===== src/rtl/rr_stream_mux.sv =====
// rr_stream_mux
//   N-input, W-bit stream multiplexer with round-robin arbitration and a
//   single registered output stage. Every channel uses a valid/ready
//   handshake. Beats pass through with one cycle of latency. At out_ready=1
//   the block sustains one beat per cycle.
//
// Parameters
//   DATA_WIDTH  payload bits per channel
//   NUM_INPUTS  number of input channels (>= 2, any count)
//   SEL_WIDTH   channel index width, equal to clog2(NUM_INPUTS)
//
// Ports
//   clk        rising-edge clock
//   rst        synchronous, active-high reset
//   in_data    channel payloads; channel i occupies [i*DATA_WIDTH +: DATA_WIDTH]
//   in_valid   per-channel beat valid
//   in_last    per-channel end-of-packet flag
//   in_ready   per-channel accept. This is combinational and depends on out_ready.
//   out_data   registered payload
//   out_last   registered last flag
//   out_sel    index of the channel that sourced the registered beat
//   out_valid  output register holds a beat
//   out_ready  consumer accept. It must not depend on in_ready.
//
// Configuration
//   MUX_ARB_LOCK_EN  When this is defined, a beat with in_last=0 locks
//                    arbitration to its channel until that channel sends a
//                    beat with in_last=1. When it is undefined, arbitration
//                    is per beat and in_last is only passed through.

module rr_stream_mux #(
    parameter int DATA_WIDTH = 3,
    parameter int NUM_INPUTS = 4,
    parameter int SEL_WIDTH  = 2
) (
    input  logic                             clk,
    input  logic                             rst,
    input  logic [NUM_INPUTS*DATA_WIDTH-1:0] in_data,
    input  logic [NUM_INPUTS-1:0]            in_valid,
    input  logic [NUM_INPUTS-1:0]            in_last,
    output logic [NUM_INPUTS-1:0]            in_ready,
    output logic [DATA_WIDTH-1:0]            out_data,
    output logic                             out_last,
    output logic [SEL_WIDTH-1:0]             out_sel,
    output logic                             out_valid,
    input  logic                             out_ready
);

    localparam logic [SEL_WIDTH-1:0] PTR_RESET = SEL_WIDTH'(NUM_INPUTS - 1);

    logic [DATA_WIDTH-1:0] out_data_q,  out_data_d;
    logic                  out_last_q,  out_last_d;
    logic [SEL_WIDTH-1:0]  out_sel_q,   out_sel_d;
    logic                  out_valid_q, out_valid_d;
    logic [SEL_WIDTH-1:0]  ptr_q,       ptr_d;
`ifdef MUX_ARB_LOCK_EN
    logic                  lock_q,      lock_d;
    logic [SEL_WIDTH-1:0]  lock_idx_q,  lock_idx_d;
`endif

    logic                  load_en;
    logic                  rr_found;
    logic [SEL_WIDTH-1:0]  rr_idx;
    logic                  grant_found;
    logic [SEL_WIDTH-1:0]  grant_idx;
    logic [NUM_INPUTS-1:0] grant;
    logic [DATA_WIDTH-1:0] sel_data;
    logic                  sel_last;

    assign load_en = !out_valid_q || out_ready;

    // The round-robin scan runs in two passes. The first pass covers the
    // channels above the pointer. The second pass wraps to the channels at or
    // below it. This avoids modulo arithmetic, so NUM_INPUTS does not have to
    // be a power of two.
    always_comb begin
        rr_found = 1'b0;
        rr_idx   = '0;
        for (int i = 0; i < NUM_INPUTS; i++) begin
            if (!rr_found && in_valid[i] && (SEL_WIDTH'(i) > ptr_q)) begin
                rr_found = 1'b1;
                rr_idx   = SEL_WIDTH'(i);
            end
        end
        for (int i = 0; i < NUM_INPUTS; i++) begin
            if (!rr_found && in_valid[i] && (SEL_WIDTH'(i) <= ptr_q)) begin
                rr_found = 1'b1;
                rr_idx   = SEL_WIDTH'(i);
            end
        end
    end

    always_comb begin
        grant_found = rr_found;
        grant_idx   = rr_idx;
`ifdef MUX_ARB_LOCK_EN
        // While a packet is open, only its channel may win. If that channel
        // is idle, nobody wins.
        if (lock_q) begin
            grant_found = in_valid[lock_idx_q];
            grant_idx   = lock_idx_q;
        end
`endif
        grant = '0;
        for (int i = 0; i < NUM_INPUTS; i++) begin
            grant[i] = grant_found && (grant_idx == SEL_WIDTH'(i));
        end
    end

    always_comb begin
        sel_data = '0;
        sel_last = 1'b0;
        for (int i = 0; i < NUM_INPUTS; i++) begin
            if (grant[i]) begin
                sel_data = in_data[i*DATA_WIDTH +: DATA_WIDTH];
                sel_last = in_last[i];
            end
        end
    end

    assign in_ready = load_en ? grant : '0;

    always_comb begin
        out_data_d  = out_data_q;
        out_last_d  = out_last_q;
        out_sel_d   = out_sel_q;
        out_valid_d = out_valid_q;
        ptr_d       = ptr_q;
`ifdef MUX_ARB_LOCK_EN
        lock_d      = lock_q;
        lock_idx_d  = lock_idx_q;
`endif
        if (load_en) begin
            // If the register is free or draining and no channel is valid, it
            // empties. The pointer only moves on a real transfer.
            out_valid_d = grant_found;
            if (grant_found) begin
                out_data_d = sel_data;
                out_last_d = sel_last;
                out_sel_d  = grant_idx;
                ptr_d      = grant_idx;
`ifdef MUX_ARB_LOCK_EN
                lock_d     = !sel_last;
                lock_idx_d = grant_idx;
`endif
            end
        end
    end

    always_ff @(posedge clk) begin
        if (rst) begin
            out_data_q  <= '0;
            out_last_q  <= 1'b0;
            out_sel_q   <= '0;
            out_valid_q <= 1'b0;
            ptr_q       <= PTR_RESET;
`ifdef MUX_ARB_LOCK_EN
            lock_q      <= 1'b0;
            lock_idx_q  <= '0;
`endif
        end else begin
            out_data_q  <= out_data_d;
            out_last_q  <= out_last_d;
            out_sel_q   <= out_sel_d;
            out_valid_q <= out_valid_d;
            ptr_q       <= ptr_d;
`ifdef MUX_ARB_LOCK_EN
            lock_q      <= lock_d;
            lock_idx_q  <= lock_idx_d;
`endif
        end
    end

    assign out_data  = out_data_q;
    assign out_last  = out_last_q;
    assign out_sel   = out_sel_q;
    assign out_valid = out_valid_q;

endmodule


===== config.mk =====
export PLATFORM = sky130hd
export DESIGN_NAME = rr_stream_mux
export DESIGN_NICKNAME = d
export VERILOG_FILES = /design/src/rtl/rr_stream_mux.sv
export SDC_FILE = /design/constraint.sdc
export NUM_CORES = 1
export LEC_CHECK = 0
export ABC_AREA = 1
export ABC_CLOCK_PERIOD_IN_PS = 1700
export CORE_AREA = 10 10 52 54
export DETAILED_ROUTE_END_ITERATION = 8
export DIE_AREA = 0 0 62 64
export HOLD_SLACK_MARGIN = 0.1
export PLACE_DENSITY_LB_ADDON = 0.15
export SYNTH_ARGS = -nofsm -noshare
export SYNTH_HDL_FRONTEND = slang
export SYNTH_SLANG_ARGS = --single-unit

===== constraint.sdc =====
create_clock -name clk -period 1.7 [get_ports clk]
set_input_delay 0.34 -clock clk [delete_from_list [all_inputs] [get_ports clk]]
set_output_delay 0.34 -clock clk [all_outputs]
set_load 0.01 [all_outputs]

Word-level counts from Yosys, hierarchy flattened
Index checks and enable logic that the tools add are counted.

Register bits after elaboration: 9. Input port bits: 23. Output and inout bits: 11. Logic and storage cells: 70.

Magnitude comparators: 8. Equal/unequal tests: 3. Muxes and demuxes: 24. Reduce and logical (&&, ||, !) cells: 30.

Operator list (count): $logic_and 1x1->1 (19); $mux 1 (13); $mux 2 (6); $mux 3 (4); $logic_not 1->1 (8); $eq 2x2->1 const B (2); $gt 1x2->1 const A (2); $gt 2x2->1 const A (2); $le 1x2->1 const A (2); $le 2x2->1 const A (2); $mux 4 (1); $eq 2x1->1 const B (1); $logic_not 2->1 (1); $reduce_and 2->1 (1); $logic_or 1x1->1 (1).

Logic depth before layout (Yosys ltp)
Gate-level depths: netlist of run 1.

Depth after elaboration: 37. Mapped depth: 12. Depth with buffers taken out: 11.

Worst setup path before layout of run 1
OpenSTA, ideal clock, no wires.

Kind: register to output. Start point: register ptr_q[1]. End point: output in_ready[2]. Data arrival time: 1.366 ns. Slack: -0.006 ns. Stages on the path, launching flop included: 10. Cell sequence: dfxtp_1 > nand2_1 > nand2_2 > nand2_4 > nor2_8 > nand3_2 > nand2_4 > inv_2 > buf_6 > nor3_1.

Longest elaborated chain between the ends: 34.

Ends and longest elaborated chain: from (decl) (line 55) `logic [SEL_WIDTH-1:0] ptr_q, ptr_d;`; from (signal assigned) (line 166) `ptr_q <= ptr_d;`; $gt 1x2->1 (line 80) `if (!rr_found && in_valid[i] && (SEL_WIDTH'(i) > ptr_q)) begin`; $logic_and 1x1->1 (line 80); $mux 1 (line 80); $logic_not 1->1 (line 80); $logic_and 1x1->1 (2 in a row) (line 80); $mux 1 (line 80); $logic_not 1->1 (line 80); $logic_and 1x1->1 (2 in a row) (line 80); (+14 left out); $logic_and 1x1->1 (2 in a row) (line 86) `if (!rr_found && in_valid[i] && (SEL_WIDTH'(i) <= ptr_q)) begin`; $mux 1 (line 86); $logic_not 1->1 (line 86); $logic_and 1x1->1 (2 in a row) (line 86); $mux 2 (line 86); $eq 2x2->1 (line 106) `grant[i] = grant_found && (grant_idx == SEL_WIDTH'(i));`; $logic_and 1x1->1 (*) (line 106); $mux 4 (*) (line 121) `assign in_ready = load_en ? grant : '0;`; to (decl) (line 41) `output logic [NUM_INPUTS-1:0] in_ready,`.

Every way passes the cells marked *; elsewhere a longest branch is shown, timed or not.

Worst setup path after layout of run 1
Same ends and word-level chain as after synthesis.

==> impl_metrics.ini, run 1 <==
[hold_path]
hold_end = out_sel[0]
hold_start = out_sel[0]
hold_class = reg -> reg
min_path_cells = 2

[worst_setup_path]
required_ns = 1.36
r2r_slack_ns = -0.18
crit_path_max_fanout = 4
reg2regPathDepth = 14
worst-setup-path-type = reg -> out
crit_start = ptr_q[1]
worst_r2r_endpoint = ptr_q[0]
cp-end-kind = primary output
critPathArrivalTime_ns = 1.55
start_kind = flop
r2r_start = ptr_q[0]

[layout]
drive_gt1_share_pct = 37.7
nets = 186
antennaDiodeCount = 0
fin_area_mm2 = 0.00126
syn_to_final_growth_pct = 99.6

[sta]
finalMaxSlewViolations = 0
setup_viol = 11
rsz0062_at_grt = true
slew_headroom_pct = 85.3
fin_ws_ns = -0.193
worst_pin_slew_ns = 0.221
hold_viol_final = 0
whs_ns = 0.474
fmax_mhz = 528
fin_crit_ns = 1.89
min_period_over_period_pct = 111
clock_skew_ns = 0.00396

[power]
peakVddDrop_mv = 0.657
p_total_w = 0.000957
sw_frac_of_total_pct = 37.2
power_frac_comb_pct = 55.0
p_leak_nw = 0.617
p_int_w = 0.000601
power_density_mw_per_mm2 = 757
clockPowerShare_pct = 17.5
p_switching_w = 0.000356
pwr-share-seq_pct = 27.5

[yosys]
ys_types = 18
synth_fp_nets = 122
postSynthCellCount = 99
yosys_register_bits = 9
synth_area_um2 = 633
ys_async_sr_fraction_pct = 0
ys_seq_area_share_pct = 28.5
syn_area_per_cell_um2 = 6.40
synth_edf_count = 0
synth_common_cells = 24 x nand3_1, 17 x nand2_1, 13 x nor2_1
synth_area_leader_cell = dfxtp_1
synth_flop_cell = dfxtp_1
synth_warnings = 0
yosysMostFrequentCell = nand3_1
synth_area_leaders = dfxtp_1 28%, nand3_1 19%, nand2_1 10%
yosysTopAreaCellShare_pct = 28.5

[detailed_routing]
drt_iter0_markers = 13
wl_per_cell_um = 13.6
avgViaCountPerCell = 4.83
final_antenna_net_count = 0
drc = 0
drt_first_pass_iters = 4
vias = 903
finalWirelength_um = 2540

[die]
fp-row-count = 15
coreArea_mm2 = 0.00171
die_x_um = 62
num_io_pins = 34
dieArea_mm2 = 0.00397
die_h_um = 64
floorplan.initialDensity_pct = 37.1

[placement]
pre_cts_slack_ns = -0.752
placed_cell_area_mm2 = 0.00110
gp_congestion = 0.860
post-dp-hpwl_um = 1800
numPortBuffers = 33

[clock_network]
tritoncts_num_sinks = 9
cts_tree = built
cts_buffer_depth = 2
h-tree-depth = 1
clk_pin_slew_ns = 0.06
clock_latency_ns = 0.26
cts_root_buf = clkbuf_4
cts_made_buffers = 3

[global_routing]
grt_pass1_wl_um = 3930
grt_antenna_before_repair = 0
overflow = 0
grt_pass1_vias = 874
grt_max_degree = 10
grt_use_total_pct = 12.9

[run_status]
status = complete, but fails checks
violations = setup timing

[job]
drv_cap = 0
[power groups by stage]
stage                     Sequential [W]  Clock [W]  Combinational (W)
after global placement          0.000259          0           0.000446
after CTS                       0.000261   0.000169           0.000491
after floorplan                 0.000268          0           0.000218
final                           0.000263   0.000168           0.000526
after global routing            0.000267   0.000188           0.000572
after detailed placement        0.000259          0           0.000455
[layer usage]
layer	GRT usage (%)	vias to the layer above	share of wire (%)
li1	-	454	-
met4	1.96	0	1.9
met1	14.0	406	42
met2	22.3	37	48
met5	0	-	0
met3	5.93	6	8.0
[cells by family after synthesis]
logic type | count (synthesis) | synth area share [%]
simple gates | 67 | 53.8
buf+inv | 13 | 9.49
compound gates | 10 | 8.30
flops | 9 | 28.5
[critical path: stages, from the launching register on]
cell	delay, ns
dfxtp_4	0.38
nand2_4	0.08
buf_4	0.13
nand3_1	0.12
nand2_2	0.10
a21oi_4	0.13
nand2_2	0.10
nor3_2	0.10
buf_2	0.15
[area by class of cell]
cell class | instances | area [um2]
Timing Repair Buffer | 61 | 519
Fill cell | 137 | 444
Sequential cell | 9 | 188
Multi-Input combinational cell | 77 | 455
Clock buffer | 4 | 26.3
Tap cell | 25 | 31.3
Inverter | 11 | 43.8
[per-stage QoR]
step	util, %	setup TNS [ns]	cells
after floorplan	-	0	99
after global placement	64.5	-3.98	171
after detailed placement	64.5	-4.78	171
after CTS	71.4	-0.771	184
after global routing	74.0	-2.28	187
final	74.0	-1.24	187
[registers in the layout, indices dropped and copies added, names as in the netlist]
signal     count
out_last       1
out_data       3
out_valid      1
out_sel        2
ptr_q          2
[placed cells by master (no fill, tap or decap)]
| master | instances |
|---|---|
| nand3_2 | 1 |
| o21ai_0 | 5 |
| nor2_8 | 1 |
| a21oi_4 | 1 |
| dlygate4sd2_1 | 4 |
| a21oi_1 | 1 |
| a21oi_2 | 1 |
| nor3_2 | 1 |
| nand4_1 | 3 |
| inv_2 | 2 |
| inv_4 | 1 |
| o211ai_1 | 1 |
| nand2_1 | 9 |
| nand2_2 | 9 |
| buf_4 | 27 |
| clkbuf_4 | 3 |
| nand3_1 | 24 |
| buf_6 | 1 |
| o21ai_1 | 1 |
| buf_2 | 4 |
| nor2_2 | 1 |
| clkbuf_1 | 1 |
| dfxtp_1 | 7 |
| dfxtp_4 | 2 |
| clkdlybuf4s50_1 | 25 |
| nand2_4 | 6 |
| inv_1 | 8 |
| nor2_1 | 12 |
[worst max-delay path by stage]
stage	depth (start not counted)	end
floorplan	9	in_ready[2]
global placement	9	in_ready[2]
detailed placement	8	in_ready[2]
CTS	9	in_ready[1]
global route	9	in_ready[0]
finish	8	in_ready[2]
[what timing repair did]
action                                  4_1_cts  5_1_grt
setup buffers                                10        3
hold buffers                                  0        0
gates resized for setup                      37        6
endpoints found under the setup margin        8       11
hold endpoints to repair                      0        0
pin swaps                                     9       10
No activity file was read; power rests on OpenSTA's default activity.
==> run 2: changes to the inputs <==
SETUP_SLACK_MARGIN = 0.5   (was default)
==> run 2 against run 1 <==
The flow still finishes with violations (setup timing); routed wire length increased by 16%; fmax fell by 1.9%; via count up 5.3%; count of clock-buffer cells in the layout unchanged; critical endpoint is now in_ready[3]; utilization increased by 7.5 points; setup slack worse by 0.036 ns; die area is the same; global-route usage grew 1.2 points; final area increased by 10%; combinational power increased by 21%.
==> impl_metrics.ini, run 2 (synthesis results as in run 1) <==
[run_status]
status = complete, but fails checks
violations = setup timing

[worst_setup_path]
critPathArrivalTime_ns = 1.59
path_cells = nor2_2, nand2_2, nand2_4, nor2_8, nand4_1, nand2_2, inv_4, nand2_4, nor2_2, buf_2
cpPeakStageDelay_ns = 0.36
critical_path.top_delay_family = simple AND/OR/NAND/NOR gates
crit_path_max_fanout = 5
worst-setup-path-type = reg -> out
slowest_stage = dfxtp_4
crit_buf_inv = 2
start_kind = flop
cp-end-kind = primary output
required_ns = 1.36

[layout]
drive_gt1_share_pct = 51.8
antennaDiodeCount = 0
fin_area_mm2 = 0.00139
utilization_pct = 81.5
syn_to_final_growth_pct = 120
num-fill-cells = 108
multiInputGateArea_um2 = 528
largest_reg_flops = 3
final_common_cell = clkdlybuf4s50_1
layout_common_cells = 18 x clkdlybuf4s50_1, 17 x buf_4, 15 x nand3_1, 15 x buf_6, 10 x nand3_2
nets = 188
regArea_um2 = 189

[clock_network]
cts_buffer_depth = 2
clk_pin_slew_ns = 0.06
cts_root_buf = clkbuf_4
cts_tree = built
cts_hold_buf = 0
cts_made_buffers = 3
clock_latency_ns = 0.25
tritoncts_num_sinks = 9
h-tree-depth = 1

[sta]
min_period_over_period_pct = 113
finalMaxSlewViolations = 0
slew_headroom_pct = 84.8
fin_setup_tns_ns = -1.42
setup_viol = 9
hold_viol_final = 0
worst_pin_slew_ns = 0.227
fin_crit_ns = 1.93
fin_ws_ns = -0.228
clock_skew_ns = 0.00223
rsz0062_at_grt = true
fmax_mhz = 519
whs_ns = 0.472

[global_routing]
grt_max_degree = 10
grt_pass1_wl_um = 4440
grt_use_total_pct = 14.1
overflow = 0
grt_antenna_before_repair = 0
grt_pass1_vias = 996

[detailed_routing]
wl_per_cell_um = 15.5
finalWirelength_um = 2940
drt_first_pass_iters = 4
avgViaCountPerCell = 5.03
final_antenna_net_count = 0
vias = 951
drt_iter0_markers = 16
drc = 0

[die]
num_io_pins = 34
coreArea_mm2 = 0.00171
die_x_um = 62
die_h_um = 64
floorplan.initialDensity_pct = 37.1
fp-row-count = 15
dieArea_mm2 = 0.00397

[placement]
gp_congestion = 0.775
pre_cts_slack_ns = -0.759
numPortBuffers = 33
post-dp-hpwl_um = 1760
placed_cell_area_mm2 = 0.00113

[hold_path]
hold_class = reg -> reg

[power]
p_leak_nw = 0.677
peakVddDrop_mv = 0.422
power_density_mw_per_mm2 = 768

[job]
drv_cap = 0
-- run 2: cell types whose count changed in the layout (fill, tap and decap cells not counted), sizes merged --
cell	change
clkdlybuf4s50	-7
clkbuf	+5
buf	+2
clkdlybuf4s15	+2
-- run 2: power by group --
part / total [W] / switching, W / internal (W)
registers: 0.000268 / 0.0000257 / 0.000242
logic: 0.000637 / 0.000312 / 0.000325
clock network: 0.000163 / 0.0000730 / 0.0000903
total: 0.00107 / 0.000411 / 0.000658
-- run 2: repair_timing --
item	CTS	global route
setup buffers	11	4
gates resized for setup	72	17
endpoints found under the setup margin	20	20
pin swaps	16	10
gates cloned	0	1
-- run 2: cell type report --
cell class,instances,area share (%)
clock buffers,4,1.89
repair buffers,63,40.8
inverters,11,3.51
well taps,25,2.25
flip-flops and latches,9,13.6
multi-input cells,77,37.9
-- run 2: worst register-to-register path, stage by stage (launching register included) --
cell and delay (ns):
dfxtp_4 0.36, nor2_2 0.14, nand2_2 0.10, nand2_4 0.10, nor2_8 0.05, nand4_1 0.11
nand2_2 0.11, inv_4 0.08, nand2_4 0.05, buf_4 0.13, buf_6 0.11, buf_6 0.10
buf_6 0.10, buf_6 0.10, buf_6 0.11, a21oi_2 0.12
-- run 2: final timing paths --
path	start	endpoint	slack (ns)	cells after the start
max	ptr_q[0]	in_ready[3]	-0.23	10
min	out_sel[1]	out_sel[1]	0.47	2
max reg2reg	ptr_q[0]	out_sel[1]	-0.23	15
min reg2reg	out_sel[1]	out_sel[1]	0.47	2
-- run 2: per-stage QoR --
step / instances / total power (W)
CTS: 184 / 0.00101
floorplan: 99 / 0.000516
global route: 189 / 0.00114
detailed placement: 169 / 0.000729
finish: 189 / 0.00107
global placement: 169 / 0.000722
-- run 2: layer usage --
metal | track usage, % | part of all wire, %
met5 | 0 | 0
met4 | 5.03 | 3.2
met3 | 3.56 | 6.3
met2 | 25.0 | 51
met1 | 15.2 | 39
